$ cat config.mk
export PLATFORM = sky130hd
export DESIGN_NAME = asicfreq_gen_flat
export DESIGN_NICKNAME = d
export VERILOG_FILES = /design/src/rtl/asicfreq_pkg.sv /design/src/rtl/asicfreq_gen_if.sv /design/src/rtl/asicfreq_nco.sv /design/src/rtl/asicfreq_gen.sv /design/src/flat_wrapper.sv
export SDC_FILE = /design/constraint.sdc
export NUM_CORES = 1
export LEC_CHECK = 0
export CORE_UTILIZATION = 50
export DETAILED_ROUTE_END_ITERATION = 7
export GPL_ROUTABILITY_DRIVEN = 1
export GPL_TIMING_DRIVEN = 0
export PLACE_DENSITY = 0.82
export SLEW_MARGIN = 20
export SYNTH_ARGS = -nofsm -noshare
export SYNTH_HDL_FRONTEND = slang
export SYNTH_SLANG_ARGS = --single-unit
export TNS_END_PERCENT = 10
$ cat constraint.sdc
create_clock -name clk -period 7.2 [get_ports clk]
set_clock_uncertainty 0.1 [all_clocks]
set_input_delay 1.08 -clock clk [delete_from_list [all_inputs] [get_ports clk]]
set_output_delay 1.08 -clock clk [all_outputs]
set_load 0.005 [all_outputs]
$ cat src/rtl/asicfreq_pkg.sv
// asicfreq_pkg: definitions shared by the asicfreq stimulus generator and
// the asicfreq frequency counter.
//   - register address map for the strobe/addr/value write bus
//   - CTRL register bit positions
//   - generator FSM state encoding
//   - default accumulator/register width
package asicfreq_pkg;

    localparam int ACC_W_DEF = 32;

    localparam logic [1:0] ADDR_CTRL  = 2'd0;
    localparam logic [1:0] ADDR_INC   = 2'd1;
    localparam logic [1:0] ADDR_BURST = 2'd2;
    // Address 3 is reserved; writes to it are dropped.

    localparam int CTRL_EN_BIT    = 0;
    localparam int CTRL_BURST_BIT = 1;

    typedef enum logic [1:0] {
        ST_IDLE  = 2'd0,
        ST_RUN   = 2'd1,
        ST_BURST = 2'd2,
        ST_DRAIN = 2'd3
    } state_t;

endpackage

$ cat src/rtl/asicfreq_gen_if.sv
// asicfreq_gen_if: register-write bus plus generator status outputs.
//   strobe  : one-cycle write request (master -> slave)
//   addr    : register select (master -> slave)
//   value   : write data (master -> slave)
//   sig_o   : generated square wave (slave -> master)
//   sig_oeb : pad output enable, active low (slave -> master)
//   busy    : generator active (slave -> master)
//   done    : one-cycle completion pulse (slave -> master)
//   oc      : rising-edge count since last start (slave -> master)
//   state   : FSM state, for debug visibility (slave -> master)
// Write semantics: there is no back-pressure. A write is accepted at every
// rising clk edge where strobe is 1; the master holds addr/value stable
// around that edge and deasserts strobe after one cycle.
interface asicfreq_gen_if #(
    parameter int ACC_W = asicfreq_pkg::ACC_W_DEF
);
    logic                  strobe;
    logic [1:0]            addr;
    logic [ACC_W-1:0]      value;
    logic                  sig_o;
    logic                  sig_oeb;
    logic                  busy;
    logic                  done;
    logic [ACC_W-1:0]      oc;
    asicfreq_pkg::state_t  state;

    modport master (
        output strobe, addr, value,
        input  sig_o, sig_oeb, busy, done, oc, state
    );

    modport slave (
        input  strobe, addr, value,
        output sig_o, sig_oeb, busy, done, oc, state
    );
endinterface

$ cat src/rtl/asicfreq_nco.sv
// asicfreq_nco: phase accumulator.
//   clk, resetb : clock, asynchronous active-low reset
//   en          : add inc to the accumulator this cycle
//   clr         : force the accumulator to zero (wins over en)
//   inc         : phase step
//   msb         : accumulator MSB, taken straight from the register
//   rise        : high in the cycle whose edge will take msb from 0 to 1
module asicfreq_nco #(
    parameter int ACC_W = 32
) (
    input  logic             clk,
    input  logic             resetb,
    input  logic             en,
    input  logic             clr,
    input  logic [ACC_W-1:0] inc,
    output logic             msb,
    output logic             rise
);

    logic [ACC_W-1:0] r_acc;
    logic [ACC_W-1:0] w_sum;

    assign w_sum = r_acc + inc;

    always_ff @(posedge clk or negedge resetb) begin
        if (!resetb) begin
            r_acc <= '0;
        end else if (clr) begin
            r_acc <= '0;
        end else if (en) begin
            r_acc <= w_sum;
        end
    end

    assign msb  = r_acc[ACC_W-1];
    // Look-ahead so the edge counter can step on the same edge as the rise.
    assign rise = en && !clr && !r_acc[ACC_W-1] && w_sum[ACC_W-1];

endmodule

$ cat src/rtl/asicfreq_gen.sv
// asicfreq_gen: programmable square-wave generator built on a phase
// accumulator, running continuously or for a burst of N rising edges.
//   clk    : system clock, rising edge
//   resetb : asynchronous active-low reset
//   bus    : register write bus and status outputs (asicfreq_gen_if.slave)
// Registers: CTRL (bit0 enable, bit1 burst mode), INC (phase step),
// BURST (edge target). CTRL acts as a command register: its effect is
// carried entirely by the FSM state, so it is not stored.
module asicfreq_gen
    import asicfreq_pkg::*;
#(
    parameter int ACC_W = ACC_W_DEF
) (
    input  logic          clk,
    input  logic          resetb,
    asicfreq_gen_if.slave bus
);

    state_t           r_state;
    state_t           w_state_nxt;
    logic [ACC_W-1:0] r_inc;
    logic [ACC_W-1:0] r_burst;
    logic [ACC_W-1:0] r_oc;
    logic             r_done;

    logic             w_wr_ctrl;
    logic             w_start;
    logic             w_stop;
    logic             w_en;
    logic             w_clr;
    logic             w_msb;
    logic             w_rise;
    logic             w_oc_clr;
    logic             w_done_nxt;
    logic [ACC_W:0]   w_oc_inc;
    logic             w_burst_hit;

    assign w_wr_ctrl = bus.strobe && (bus.addr == ADDR_CTRL);
    assign w_start   = w_wr_ctrl &&  bus.value[CTRL_EN_BIT];
    assign w_stop    = w_wr_ctrl && !bus.value[CTRL_EN_BIT];

    // Accumulate while generating; in DRAIN keep going only until the
    // high phase has finished, then park the accumulator at zero.
    assign w_en  = (r_state == ST_RUN) || (r_state == ST_BURST) ||
                   ((r_state == ST_DRAIN) && w_msb);
    assign w_clr = (r_state == ST_IDLE) || ((r_state == ST_DRAIN) && !w_msb);

    // Widened compare so a target that is already at or below the count
    // stops the burst at the next rise, without wrap-around surprises.
    assign w_oc_inc    = {1'b0, r_oc} + {{ACC_W{1'b0}}, 1'b1};
    assign w_burst_hit = (w_oc_inc >= {1'b0, r_burst});

    asicfreq_nco #(.ACC_W(ACC_W)) u_nco (
        .clk    (clk),
        .resetb (resetb),
        .en     (w_en),
        .clr    (w_clr),
        .inc    (r_inc),
        .msb    (w_msb),
        .rise   (w_rise)
    );

    always_ff @(posedge clk or negedge resetb) begin
        if (!resetb) begin
            r_state <= ST_IDLE;
            r_done  <= 1'b0;
        end else begin
            r_state <= w_state_nxt;
            r_done  <= w_done_nxt;
        end
    end

    always_comb begin
        w_state_nxt = r_state;
        w_oc_clr    = 1'b0;
        w_done_nxt  = 1'b0;
        case (r_state)
            ST_IDLE: begin
                if (w_start) begin
                    w_oc_clr = 1'b1;
                    if (!bus.value[CTRL_BURST_BIT]) begin
                        w_state_nxt = ST_RUN;
                    end else if (r_burst == '0) begin
                        // Empty burst: report completion without leaving IDLE.
                        w_done_nxt = 1'b1;
                    end else begin
                        w_state_nxt = ST_BURST;
                    end
                end
            end
            ST_RUN: begin
                if (w_stop) begin
                    w_state_nxt = ST_DRAIN;
                end
            end
            ST_BURST: begin
                if (w_stop || (w_rise && w_burst_hit)) begin
                    w_state_nxt = ST_DRAIN;
                end
            end
            ST_DRAIN: begin
                if (!w_msb) begin
                    w_state_nxt = ST_IDLE;
                    w_done_nxt  = 1'b1;
                end
            end
            default: w_state_nxt = ST_IDLE;
        endcase
    end

    always_ff @(posedge clk or negedge resetb) begin
        if (!resetb) begin
            r_inc   <= '0;
            r_burst <= '0;
        end else if (bus.strobe) begin
            if (bus.addr == ADDR_INC) begin
                r_inc <= bus.value;
            end
            if (bus.addr == ADDR_BURST) begin
                r_burst <= bus.value;
            end
        end
    end

    always_ff @(posedge clk or negedge resetb) begin
        if (!resetb) begin
            r_oc <= '0;
        end else if (w_oc_clr) begin
            r_oc <= '0;
        end else if (w_rise) begin
            r_oc <= w_oc_inc[ACC_W-1:0];
        end
    end

    assign bus.sig_o   = w_msb;
    assign bus.sig_oeb = (r_state == ST_IDLE);
    assign bus.busy    = (r_state != ST_IDLE);
    assign bus.done    = r_done;
    assign bus.oc      = r_oc;
    assign bus.state   = r_state;

endmodule

$ cat src/flat_wrapper.sv
// flat-port wrapper written by rule: the top's interface ports become plain ports
module asicfreq_gen_flat import asicfreq_pkg::*;
#(
    parameter int ACC_W = ACC_W_DEF
)
  (clk, resetb, bus_strobe, bus_addr, bus_value, bus_sig_o, bus_sig_oeb, bus_busy, bus_done, bus_oc, bus_state);
  asicfreq_gen_if #(.ACC_W(ACC_W)) bus_i ();
  input  logic clk;
  input  logic resetb;
  input wire logic [$bits(bus_i.strobe)-1:0] bus_strobe;
  input wire logic [$bits(bus_i.addr)-1:0] bus_addr;
  input wire logic [$bits(bus_i.value)-1:0] bus_value;
  output wire logic [$bits(bus_i.sig_o)-1:0] bus_sig_o;
  output wire logic [$bits(bus_i.sig_oeb)-1:0] bus_sig_oeb;
  output wire logic [$bits(bus_i.busy)-1:0] bus_busy;
  output wire logic [$bits(bus_i.done)-1:0] bus_done;
  output wire logic [$bits(bus_i.oc)-1:0] bus_oc;
  output wire logic [$bits(bus_i.state)-1:0] bus_state;
  assign bus_i.strobe = bus_strobe;
  assign bus_i.addr = bus_addr;
  assign bus_i.value = bus_value;
  assign bus_sig_o = bus_i.sig_o;
  assign bus_sig_oeb = bus_i.sig_oeb;
  assign bus_busy = bus_i.busy;
  assign bus_done = bus_i.done;
  assign bus_oc = bus_i.oc;
  assign bus_state = bus_i.state;
  asicfreq_gen #(.ACC_W(ACC_W)) u_core (.clk(clk), .resetb(resetb), .bus(bus_i));
endmodule
* Word level (Yosys, flattened, before mapping) *
Index checks and enable logic that the tools add are counted.

storage, ports and cells
  bits in registers = 131
  latch bits = 0
  RAM bits = 0
  bits in read-only memories = 0
  bits of input ports = 37
  logic and storage cells = 62
  memories = 0

cells by class
  add/sub/neg operators = 2
  $mul = 0
  divide/modulo/power cells = 0
  magnitude comparators = 1
  equal/unequal tests = 10
  shift operators = 0
  multiplexer cells = 18
  bitwise operators = 0
  reduce and logical (&&, ||, !) cells = 25

operators by type and width
  kind                   count
  $mux 32                4
  $add 32x1->33 const B  1
  $ge 33x32->1           1
  $add 32x32->32         1
  $logic_not 32->1       1
  $mux 2                 6
  $logic_and 1x1->1      9
  $pmux 2 s4             1
  $eq 2x2->1 const B     3
  $mux 1                 6
  $reduce_bool 2->1      3
  $reduce_and 5->1       1
  $eq 2x1->1 const B     2
  $logic_not 2->1        2
  $logic_or 1x1->1       4
  $ne 2x1->1 const B     2
  $ne 2x2->1 const B     2
  $reduce_and 2->1       2
  $logic_not 1->1        3
  $ne 3x3->1 const B     1
  $pmux 1 s2             1

* Depth between registers and ports, before layout *
Gate-level depths: netlist of run 1.

  depth in word-level cells = 11
  gate-level depth with buffers = 18
  gate-level depth less buffers = 17

* By module *
A second synthesis of run 1 with hierarchy kept.

unflattened totals
  cells, all modules = 897
  area total of the unflattened synthesis = 8690.8 um^2

by module, submodules not included
  module        times used  cells each  area an instance (um^2)
  asicfreq_gen  1           522         5621.6
  asicfreq_nco  1           375         3069.2

* Worst setup path before layout of run 1 *
OpenSTA, ideal clock, no wires.

  kind = reg2reg
  start = register u_core.r_oc[0], in the netlist u_core.bus.oc[0]
  end = register u_core.r_state[1], in the netlist u_core.bus.state[1]
  setup time = 0.125 ns
  arrival time = 3.909 ns
  slack = 3.066 ns
  cell stages (with the launch flop) = 18
  cell sequence = dfrtp_1 ha_1 and3_1 and3_2 nand3_2 nand2b_4 or4_4 buf_6 nor2_1 xor2_1 ha_1 a21o_1 a21oi_1 o31ai_1 a311oi_1 o2111ai_2 o221ai_2 mux2_4

between the ends
  longest elaborated chain between the ends = 6

ends and longest elaborated chain
  element                     RTL line             RTL
  from (decl)                 asicfreq_gen.sv:23   logic [ACC_W-1:0] r_oc;
  from (signal assigned)      asicfreq_gen.sv:131  r_oc <= w_oc_inc[ACC_W-1:0];
  $add 32x1->33               asicfreq_gen.sv:50   assign w_oc_inc = {1'b0, r_oc} + {{ACC_W{1'b0}}, 1'b1};
  $ge 33x32->1                asicfreq_gen.sv:51   assign w_burst_hit = (w_oc_inc >= {1'b0, r_burst});
  $logic_and 1x1->1           asicfreq_gen.sv:97   if (w_stop || (w_rise && w_burst_hit)) begin
  $logic_or 1x1->1            asicfreq_gen.sv:97
  $ne 2x2->1 (no line)        --
  $reduce_and 5->1 (no line)  --
  to (signal assigned)        asicfreq_gen.sv:68   r_state <= w_state_nxt;
  to (decl)                   asicfreq_gen.sv:19   state_t r_state;

No other way between the ends.
A chain may end at the register's enable or synchronous reset.

* Final worst setup path of run 1 *
Same ends and word-level chain as after synthesis.

==> qor.txt, run 1 <==
cell taking the most area after synthesis - dfrtp_1
vias in the first global route - 6,627
Area Growth Syn to Fin - 20.4%
largest net degree at the start of global routing - 84
num ports - 75
gr usage total - 25.9%
initial antenna violation count - 0
fin area - 0.00983 mm2
Mapped Avg Cell Area - 10.5 um2
Placement Cell Area - 0.00920 mm2
Die Span X - 130 um
core outline area - 0.0159 mm2
Skew-Pair Late Insertion Delay - 0.43 ns
Setup Fix Bufs, Post-CTS - 0
area of the multi-input gates - 0.00458 mm2
placer congestion estimate - 0.871
Crit Path Class - flip-flop to flip-flop
Mapped Cells - 779
hold buffers post-CTS - 0
nets - 979
f_max - 218 MHz
initial DRC count - 541
Hold Crit Class - flip-flop to flip-flop
Synth Flop Type - dfrtp_1
max_cap viols - 0
routed length per instance - 18.4 um
CP Capture Type - flip-flop
Pins Over Slew Limit - 0
number of enable flip-flop cells after synthesis - 0
Critical Path Fanout Max - 7
gr ovfl total - 0
Fin Hold WS - 0.411 ns
critical path arrival - 4.81 ns
final hold vios - 0
post-synth top area share - 40.2%
CTS sink count - 131
dominant cells by area after synthesis - dfrtp_1, ha_1, mux2_2
Reg clk slew, reported paths - 0.06 ns
Remaining DRCs - 0
WP data required - 7.41 ns
Root Buffer - clkbuf_16
maximum vdd drop - 0.000219 V
Post-synth ARST share - 100%
CP Launch Type - flip-flop
storage element area - 0.00328 mm2
H-tree depth - 4
DRT Wirelength - 20,300 um
Die Y-Extent - 130 um
Final period util - 63.8%
slew margin rel. - 43.8%
synthesis-stage register bit count - 131
Port-buffer cells - 74
TritonCTS Buffers - 17
fin worst setup slack - 2.61 ns
via count - 6,544
Slew @ Worst Pin - 0.841 ns
Post-synth top cells - dfrtp_1, mux2_2, ha_1
vias per inst - 5.94
most frequent cell after synthesis - dfrtp_1
placed insts - 1,070
share of layout cells above drive strength 1 - 13.9%
die area - 0.0168 mm2
DP HPWL - 14,600 um
pwr/cell area - 358 mW/mm2
Post-Syn Nets - 885
post-synthesis sequential area ratio - 40.2%
first-pass iteration count of the detailed router - 5
CTS tree - done
global-route wire length before repair - 33,400 um
LEAKAGE - 4.60 nW
Max Root-Sink Buffers - 2
Rows - 46
final instance count without filler cells - 1,102
Post-DRT Antenna Nets - 0
status - complete, no violations
Yosys warning count - 0
minimum clock period - 4.59 ns
post-synth cell types - 66
effective utilization at floorplan - 51.4%
Post-Syn Area - 0.00816 mm2
Ant. Diodes - 0
Setup violations, final - 0
post-CTS sizing - 0
RSZ-0062 raised after global routing - false
Place WS - 2.63 ns
Fill cells - 1,302
registers in the layout, summed over array words and instances (netlist names):
name	cells
u_core.u_nco.r_acc	32
u_core.bus.state	2
u_core.bus.done	1
u_core.r_burst	32
u_core.r_inc	32
u_core.bus.oc	32
path summary, 6_finish.rpt:
check,slack [ns],startpoint,to,cells after the start
setup / recovery,2.61,u_core.bus.oc[0],u_core.bus.state[1],17
hold / removal,0.41,u_core.u_nco.r_acc[30],u_core.u_nco.r_acc[30],1
setup reg to reg,2.61,u_core.bus.oc[0],u_core.bus.state[1],17
hold reg to reg,0.41,u_core.u_nco.r_acc[30],u_core.u_nco.r_acc[30],1
max in group asynchronous,5.82,resetb,u_core.u_nco.r_acc[22],2
min in group asynchronous,0.45,resetb,u_core.u_nco.r_acc[8],1
layout make-up:
| type | count | share of cell area, % |
|---|---|---|
| repair buffers | 75 | 7.87 |
| well taps | 216 | 2.75 |
| clock inverters | 14 | 1.88 |
| inverters | 49 | 1.87 |
| multi-input cells | 572 | 46.6 |
| flip-flops and latches | 131 | 33.4 |
| plain buffers | 27 | 1.16 |
| clock buffers | 18 | 4.47 |
through the flow:
stage	total power, mW	setup TNS, ns	utilization, %
CTS	3.52	0	61.9
detailed placement	2.56	0	57.9
global route	3.75	0	61.9
global placement	2.51	-25.50	57.7
floorplan	2.13	0	-
finish	3.52	0	61.9
layout by cell type, fill, tap and decap left out, drive strengths merged, types with 12 or more instances in the layout:
cell type / n
dfrtp: 131
mux2: 74
clkdlybuf4s50: 73
ha: 68
inv: 50
a22o: 45
a21oi: 44
nand2: 38
clkbuf: 38
xnor2: 35
o21ai: 29
nand3: 25
nor2: 22
nor3: 20
a21o: 20
xor2: 18
and3: 13
nand4: 12
mux2i: 12
worst max-delay path, stage by stage (launching register included):
cell       delay, ns
dfrtp_1         0.47
ha_1            0.28
and3_1          0.19
and3_2          0.24
nand3_2         0.17
nand2b_4        0.22
or4_4           0.54
buf_6           0.15
nor2_1          0.12
xor2_1          0.21
ha_1            0.29
a21o_1          0.17
a21oi_1         0.15
o31ai_1         0.12
a311oi_1        0.31
o2111ai_2       0.18
o221ai_2        0.26
mux2_4          0.32
metal layers:
metal  share of wire, %  up-vias  track usage, %  wire, um
met4                2.8        0            11.5       563
li1                   -     3081               -         -
met1                 45     3220            34.0      9250
met3                4.8       45            5.17       973
met2                 47      198            41.6      9540
met5                  0        -               0         0
cells by family after synthesis:
family / Yosys count / share of synthesized area [%]
and+or+nand+nor: 171 / 11.3
adders and majority gates: 69 / 10.7
buffers and inverters: 76 / 3.65
DFF: 131 / 40.2
muxes: 86 / 11.7
AOI/OAI and AO/OA: 193 / 16.8
xor gates and xnor gates: 53 / 5.69
report_power, final:
part | internal, mW | total (mW) | switching, mW
Clock | 0.586 | 0.924 | 0.338
Combinational | 0.690 | 1.54 | 0.853
Sequential | 0.909 | 1.05 | 0.140
Total | 2.18 | 3.52 | 1.33
Note: power is estimated with default switching activity, not from simulation.
==> run 2, diff against run 1 <==
--- a/config.mk
+++ b/config.mk
@@ -9,7 +9,7 @@
 export DETAILED_ROUTE_END_ITERATION = 7
 export GPL_ROUTABILITY_DRIVEN = 1
 export GPL_TIMING_DRIVEN = 0
-export PLACE_DENSITY = 0.82
+export PLACE_DENSITY = 0.85
 export SLEW_MARGIN = 20
 export SYNTH_ARGS = -nofsm -noshare
 export SYNTH_HDL_FRONTEND = slang
==> constraint.sdc (replaced) <==
create_clock -name clk -period 3.8 [get_ports clk]
set_clock_uncertainty 0.1 [all_clocks]
set_input_delay 0.57 -clock clk [delete_from_list [all_inputs] [get_ports clk]]
set_output_delay 0.57 -clock clk [all_outputs]
set_load 0.005 [all_outputs]
==> run 2 against run 1 <==
  * Largest power group unchanged
  * Largest cell class unchanged
  * Clock power grew 87%
  * Maximum frequency grew 19%
  * Worst hold slack gained 0.00086 ns
  * Register-to-register slack lost 2.7 ns
  * Critical path depth shrank 1
  * Sequential share of layout area shrank 1.1 points
  * Design area grew 3.5%
  * Non-clock buffer count grew 20
  * Combinational power grew 100%
  * Via count grew 5.7%
  * Final cell count grew 1.8%
  * The flow now finishes with violations (setup timing)
==> qor.txt, run 2 (same netlist as run 1, synthesis figures left out) <==
CTS tree - done
Area Growth Syn to Fin - 24.7%
Sw Share - 38.9%
Reg clk slew, reported paths - 0.06 ns
CP Capture Type - flip-flop
Slew @ Worst Pin - 0.842 ns
CP Launch Type - flip-flop
global-route wire length before repair - 33,800 um
gr ovfl total - 0
final instance count without filler cells - 1,122
WP data required - 4.01 ns
vias in the first global route - 6,667
clock share of power - 25.4%
most frequent CP cell - nand3_1
DP HPWL - 14,900 um
Fill cells - 1,217
Final period util - 101%
Hold Crit Class - flip-flop to flip-flop
Die Y-Extent - 130 um
Die Span X - 130 um
crit path launch - u_core.bus.oc[11]
first-pass iteration count of the detailed router - 5
fin worst setup slack - -0.0535 ns
final hold vios - 0
fin area - 0.0102 mm2
minimum clock period - 3.85 ns
sequential share of power - 29.3%
num ports - 75
crit path cell chain - and3_4, and4_1, and4_4, nand3_1, nor3_4, nand3_1, xnor2_1, ha_1, nand3_2, nor2_1, nand3_1, nor3_2, a311oi_2, o2111ai_2, o221ai_2, mux2_4
Placement Cell Area - 0.00925 mm2
RSZ-0062 raised after global routing - true
Remaining DRCs - 0
Largest stage delay, worst path - 0.38 ns
Internal - 4.16 mW
setup slack, reg-to-reg - -0.05 ns
P_sw - 2.65 mW
gr usage total - 26.4%
initial DRC count - 624
max_cap viols - 0
die area - 0.0168 mm2
hold wc startpoint - u_core.u_nco.r_acc[10]
f_max - 260 MHz
largest net degree at the start of global routing - 74
Setup violations, final - 2
CTS sink count - 131
placer congestion estimate - 0.865
initial antenna violation count - 0
slowest cell on the critical path - dfrtp_1
Critical R2R Launch - u_core.bus.oc[11]
pwr/cell area - 670 mW/mm2
status - finished with violations
Ant. Diodes - 0
Skew-Pair Late Insertion Delay - 0.43 ns
Setup TNS Final - -0.0714 ns
core outline area - 0.0159 mm2
nets - 999
Logic pwr share - 45.3%
TritonCTS Buffers - 17
slew margin rel. - 43.8%
Post-DRT Antenna Nets - 0
LEAKAGE - 4.76 nW
effective utilization at floorplan - 51.4%
placed insts - 1,070
Critical Path Fanout Max - 5
Max Root-Sink Buffers - 2
vias per inst - 6.17
Pins Over Slew Limit - 0
failing checks - setup timing
maximum vdd drop - 0.000438 V
Crit Path Class - flip-flop to flip-flop
H-tree depth - 4
DRT Wirelength - 21,800 um
Root Buffer - clkbuf_16
most common cell after layout, fill and taps aside - dfrtp_1
routed length per instance - 19.4 um
most frequent cells in the layout - dfrtp_1, mux2_2, clkdlybuf4s50_1
Port-buffer cells - 74
critical path arrival - 4.06 ns
share of layout cells above drive strength 1 - 19.1%
Rows - 46
via count - 6,918
[run 2: cell count changes in the layout (fill, tap and decap cells not counted), sizes merged]
cell and delta:
buf +19, clkinv -3, inv +3, bufinv -1, clkinvlp +1, dlygate4sd3 +1
[run 2: per-layer routing]
metal	vias to the layer above	part of all wire, %	global-route usage, %
met5	-	0	0
met4	0	3.0	11.8
met3	55	6.5	5.66
met2	297	48	41.9
met1	3448	43	34.9
li1	3118	-	-
[run 2: path summary, 6_finish.rpt]
check / to / depth (start not counted)
min: u_core.u_nco.r_acc[10] / 1
min in group asynchronous: u_core.u_nco.r_acc[7] / 2
min reg2reg: u_core.u_nco.r_acc[10] / 1
max: u_core.bus.state[1] / 16
max reg2reg: u_core.bus.state[1] / 16
max in group asynchronous: u_core.r_burst[25] / 3
[run 2: layout make-up]
cell class	count	area [um2]	area share [%]
Sequential cell	131	3280	32.3
Multi-Input combinational cell	572	4780	47.0
Clock inverter	14	178	1.75
Clock buffer	18	439	4.32
Inverter	49	184	1.81
Timing Repair Buffer	96	933	9.18
Tap cell	216	270	2.66
Buffer	26	103	1.01
[run 2: what timing repair did]
action,in CTS,in global routing
resized for setup,13,21
hold buffers,1,0
setup buffers,14,6
endpoints found under the hold margin,47,0
pin swaps,5,9
endpoints found under the setup margin,2,4
[run 2: power by group through the flow]
stage	Sequential [mW]	Clock, mW	Combinational, mW
2_1_floorplan	1.93	0	2.12
3_3_place_gp	2.00	0	2.77
3_5_place_dp	2.01	0	2.90
4_1_cts	1.99	1.74	3.00
5_1_grt	2.03	1.80	3.39
6_report	2.00	1.73	3.08
[run 2: through the flow]
stage	hold slack [ns]	total power, mW	worst slack, ns	utilization [%]
final	0.412	6.81	-0.0535	64.0
after global routing	0.431	7.22	-0.200	64.0
after CTS	0.411	6.72	-0.0922	63.0
after detailed placement	0.393	4.91	-0.322	58.2
after global placement	0.389	4.78	-3.51	58.0
after floorplan	0.174	4.05	0.0207	-
[run 2: worst max-delay path: cells and delay by family (launching register included)]
| kind | cells | cell delay [ns] |
|---|---|---|
| AOI/OAI and AO/OA | 3 | 0.67 |
| xor gates and xnor gates | 1 | 0.25 |
| adders and majority gates | 1 | 0.28 |
| DFF | 1 | 0.38 |
| muxes | 1 | 0.32 |
| and+or+nand+nor | 10 | 1.74 |
==> run 3, diff against run 2 <==
--- a/config.mk
+++ b/config.mk
@@ -5,6 +5,8 @@
 export SDC_FILE = /design/constraint.sdc
 export NUM_CORES = 1
 export LEC_CHECK = 0
+export CAP_MARGIN = 0
+export CORE_ASPECT_RATIO = 0.8
 export CORE_UTILIZATION = 50
 export DETAILED_ROUTE_END_ITERATION = 7
 export GPL_ROUTABILITY_DRIVEN = 1
==> run 3 against run 2 <==
  * The run still ends with setup timing left
  * Die area hardly changed
  * Core utilization is 0.39 points lower
  * First-iteration DRC count is 11% higher
  * Flip-flop and latch count stayed put
==> qor.txt, run 3 (same netlist as run 1, synthesis figures left out) <==
Ant. Diodes - 0
Rows - 41
Reg clk slew, reported paths - 0.06 ns
core outline area - 0.0159 mm2
Total Power - 6.81 mW
TritonCTS Buffers - 17
most frequent cells in the layout - dfrtp_1, mux2_2, clkdlybuf4s50_1
CP Launch Type - flip-flop
slowest cell on the critical path - or4_4
Largest stage delay, worst path - 0.49 ns
vias per inst - 6.16
initial antenna violation count - 0
Logic pwr share - 45.8%
Fill cells - 1,169
vias in the first global route - 6,690
critical path arrival - 4.17 ns
Setup violations, final - 2
hold path cells - 1
CTS tree - done
nets - 998
P_sw - 2.63 mW
met1 wire length - 9940 um
share of layout cells above drive strength 1 - 18.0%
WP data required - 4.01 ns
gr ovfl total - 0
metal3 WL - 1540 um
slew margin rel. - 43.4%
status - finished with violations
CP Capture Type - flip-flop
placer congestion estimate - 0.880
effective utilization at floorplan - 51.5%
critical path depth - 16
routed length per instance - 19.3 um
WL met2 - 9740 um
Worst Path Buf+Inv - 0
fin worst setup slack - -0.162 ns
Die Span X - 145 um
clock share of power - 24.9%
minimum clock period - 3.96 ns
DRT Wirelength - 21,700 um
LEAKAGE - 4.73 nW
post-layout util - 63.6%
Pins Over Slew Limit - 0
initial DRC count - 690
Crit Path Class - flip-flop to flip-flop
Remaining DRCs - 0
first-pass iteration count of the detailed router - 5
f_max - 252 MHz
via count - 6,896
maximum vdd drop - 0.000429 V
num ports - 75
crit path cell chain - ha_4, and3_4, and3_4, nand3_4, nand2b_4, or4_4, nor2_4, xor2_2, ha_1, a21o_1, a21oi_2, o31ai_2, a311oi_2, o2111ai_2, o221ai_2, mux2_4
Final period util - 104%
Sw Share - 38.6%
max_cap viols - 0
Skew-Pair Late Insertion Delay - 0.42 ns
Root Buffer - clkbuf_16
DP HPWL - 14,900 um
CTS sink count - 131
Area Growth Syn to Fin - 23.6%
largest net degree at the start of global routing - 93
final hold vios - 0
Slew @ Worst Pin - 0.847 ns
sequential share of power - 29.3%
global-route wire length before repair - 34,200 um
Max Root-Sink Buffers - 2
most common cell after layout, fill and taps aside - dfrtp_1
Top Layer Used - met4
RSZ-0062 raised after global routing - true
Internal - 4.18 mW
CP top delay family - simple AND/OR/NAND/NOR gates
Critical Path Fanout Max - 5
Hold Crit Class - flip-flop to flip-flop
failing checks - setup timing
Die Y-Extent - 116 um
Port-buffer cells - 74
FF-to-FF path depth - 16
pwr/cell area - 675 mW/mm2
H-tree depth - 4
setup slack, reg-to-reg - -0.16 ns
most frequent CP cell - and3_4
die area - 0.0168 mm2
gr usage total - 26.9%
Post-DRT Antenna Nets - 0
run 3: cell count changes in the layout (fill, tap and decap cells not counted), sizes merged:
cell,change
buf,-1
clkbuf,+4
clkinv,+2
clkinvlp,-2
inv,-4
run 3: cell type report:
class	instances	area (um2)	share of cell area [%]
well taps	215	269	2.67
clock buffers	22	474	4.70
flip-flops and latches	131	3280	32.5
plain buffers	26	103	1.02
inverters	49	184	1.82
repair buffers	95	926	9.18
clock inverters	10	130	1.29
multi-input cells	572	4720	46.8
run 3: timing repair:
action / 4_1_cts / 5_1_grt
setup buffers: 13 / 6
resized for setup: 18 / 4
hold buffers: 1 / 0
endpoints found under the hold margin: 39 / 0
pin swaps: 5 / 7
setup endpoints to repair: 2 / 7
run 3: path summary, 6_finish.rpt:
kind                             startpoint                     to
max                        u_core.bus.oc[0]    u_core.bus.state[1]
max in group asynchronous            resetb     u_core.r_burst[29]
min                        u_core.r_inc[13]       u_core.r_inc[13]
min reg2reg                u_core.r_inc[13]       u_core.r_inc[13]
min in group asynchronous            resetb  u_core.u_nco.r_acc[7]
max reg2reg                u_core.bus.oc[0]    u_core.bus.state[1]
run 3: worst reg2reg max path, delay by kind of cell, from the launching register on:
family,cells,cell delay (ns)
fa+ha+maj,2,0.44
xor+xnor,1,0.20
simple gates,6,1.29
mux,1,0.33
flops,1,0.40
compound gates,6,1.08
run 3: layer usage:
| metal | vias up | GRT usage (%) |
|---|---|---|
| li1 | 3121 | - |
| met1 | 3418 | 38.0 |
| met2 | 311 | 41.5 |
| met3 | 46 | 5.86 |
| met4 | 0 | 8.21 |
| met5 | - | 0 |
run 3: stage by stage:
stage / setup WS [ns] / TNS, ns / instances / instance area (um2) / hold WS [ns]
after CTS: -0.116 / -0.116 / 1115 / 10000 / 0.415
after detailed placement: -0.390 / -0.633 / 1069 / 9250 / 0.371
after global routing: -0.253 / -0.485 / 1120 / 10100 / 0.432
final: -0.162 / -0.280 / 1120 / 10100 / 0.411
after global placement: -3.58 / -406.64 / 1068 / 9210 / 0.383
after floorplan: 0.0207 / 0 / 779 / 8200 / 0.174
run 3: power groups by stage:
stage	Sequential [mW]	Clock (mW)	Combinational (mW)
2_1_floorplan	1.93	0	2.12
3_3_place_gp	2.00	0	2.79
3_5_place_dp	2.01	0	2.91
4_1_cts	1.99	1.70	3.03
5_1_grt	2.03	1.76	3.40
6_report	2.00	1.69	3.12
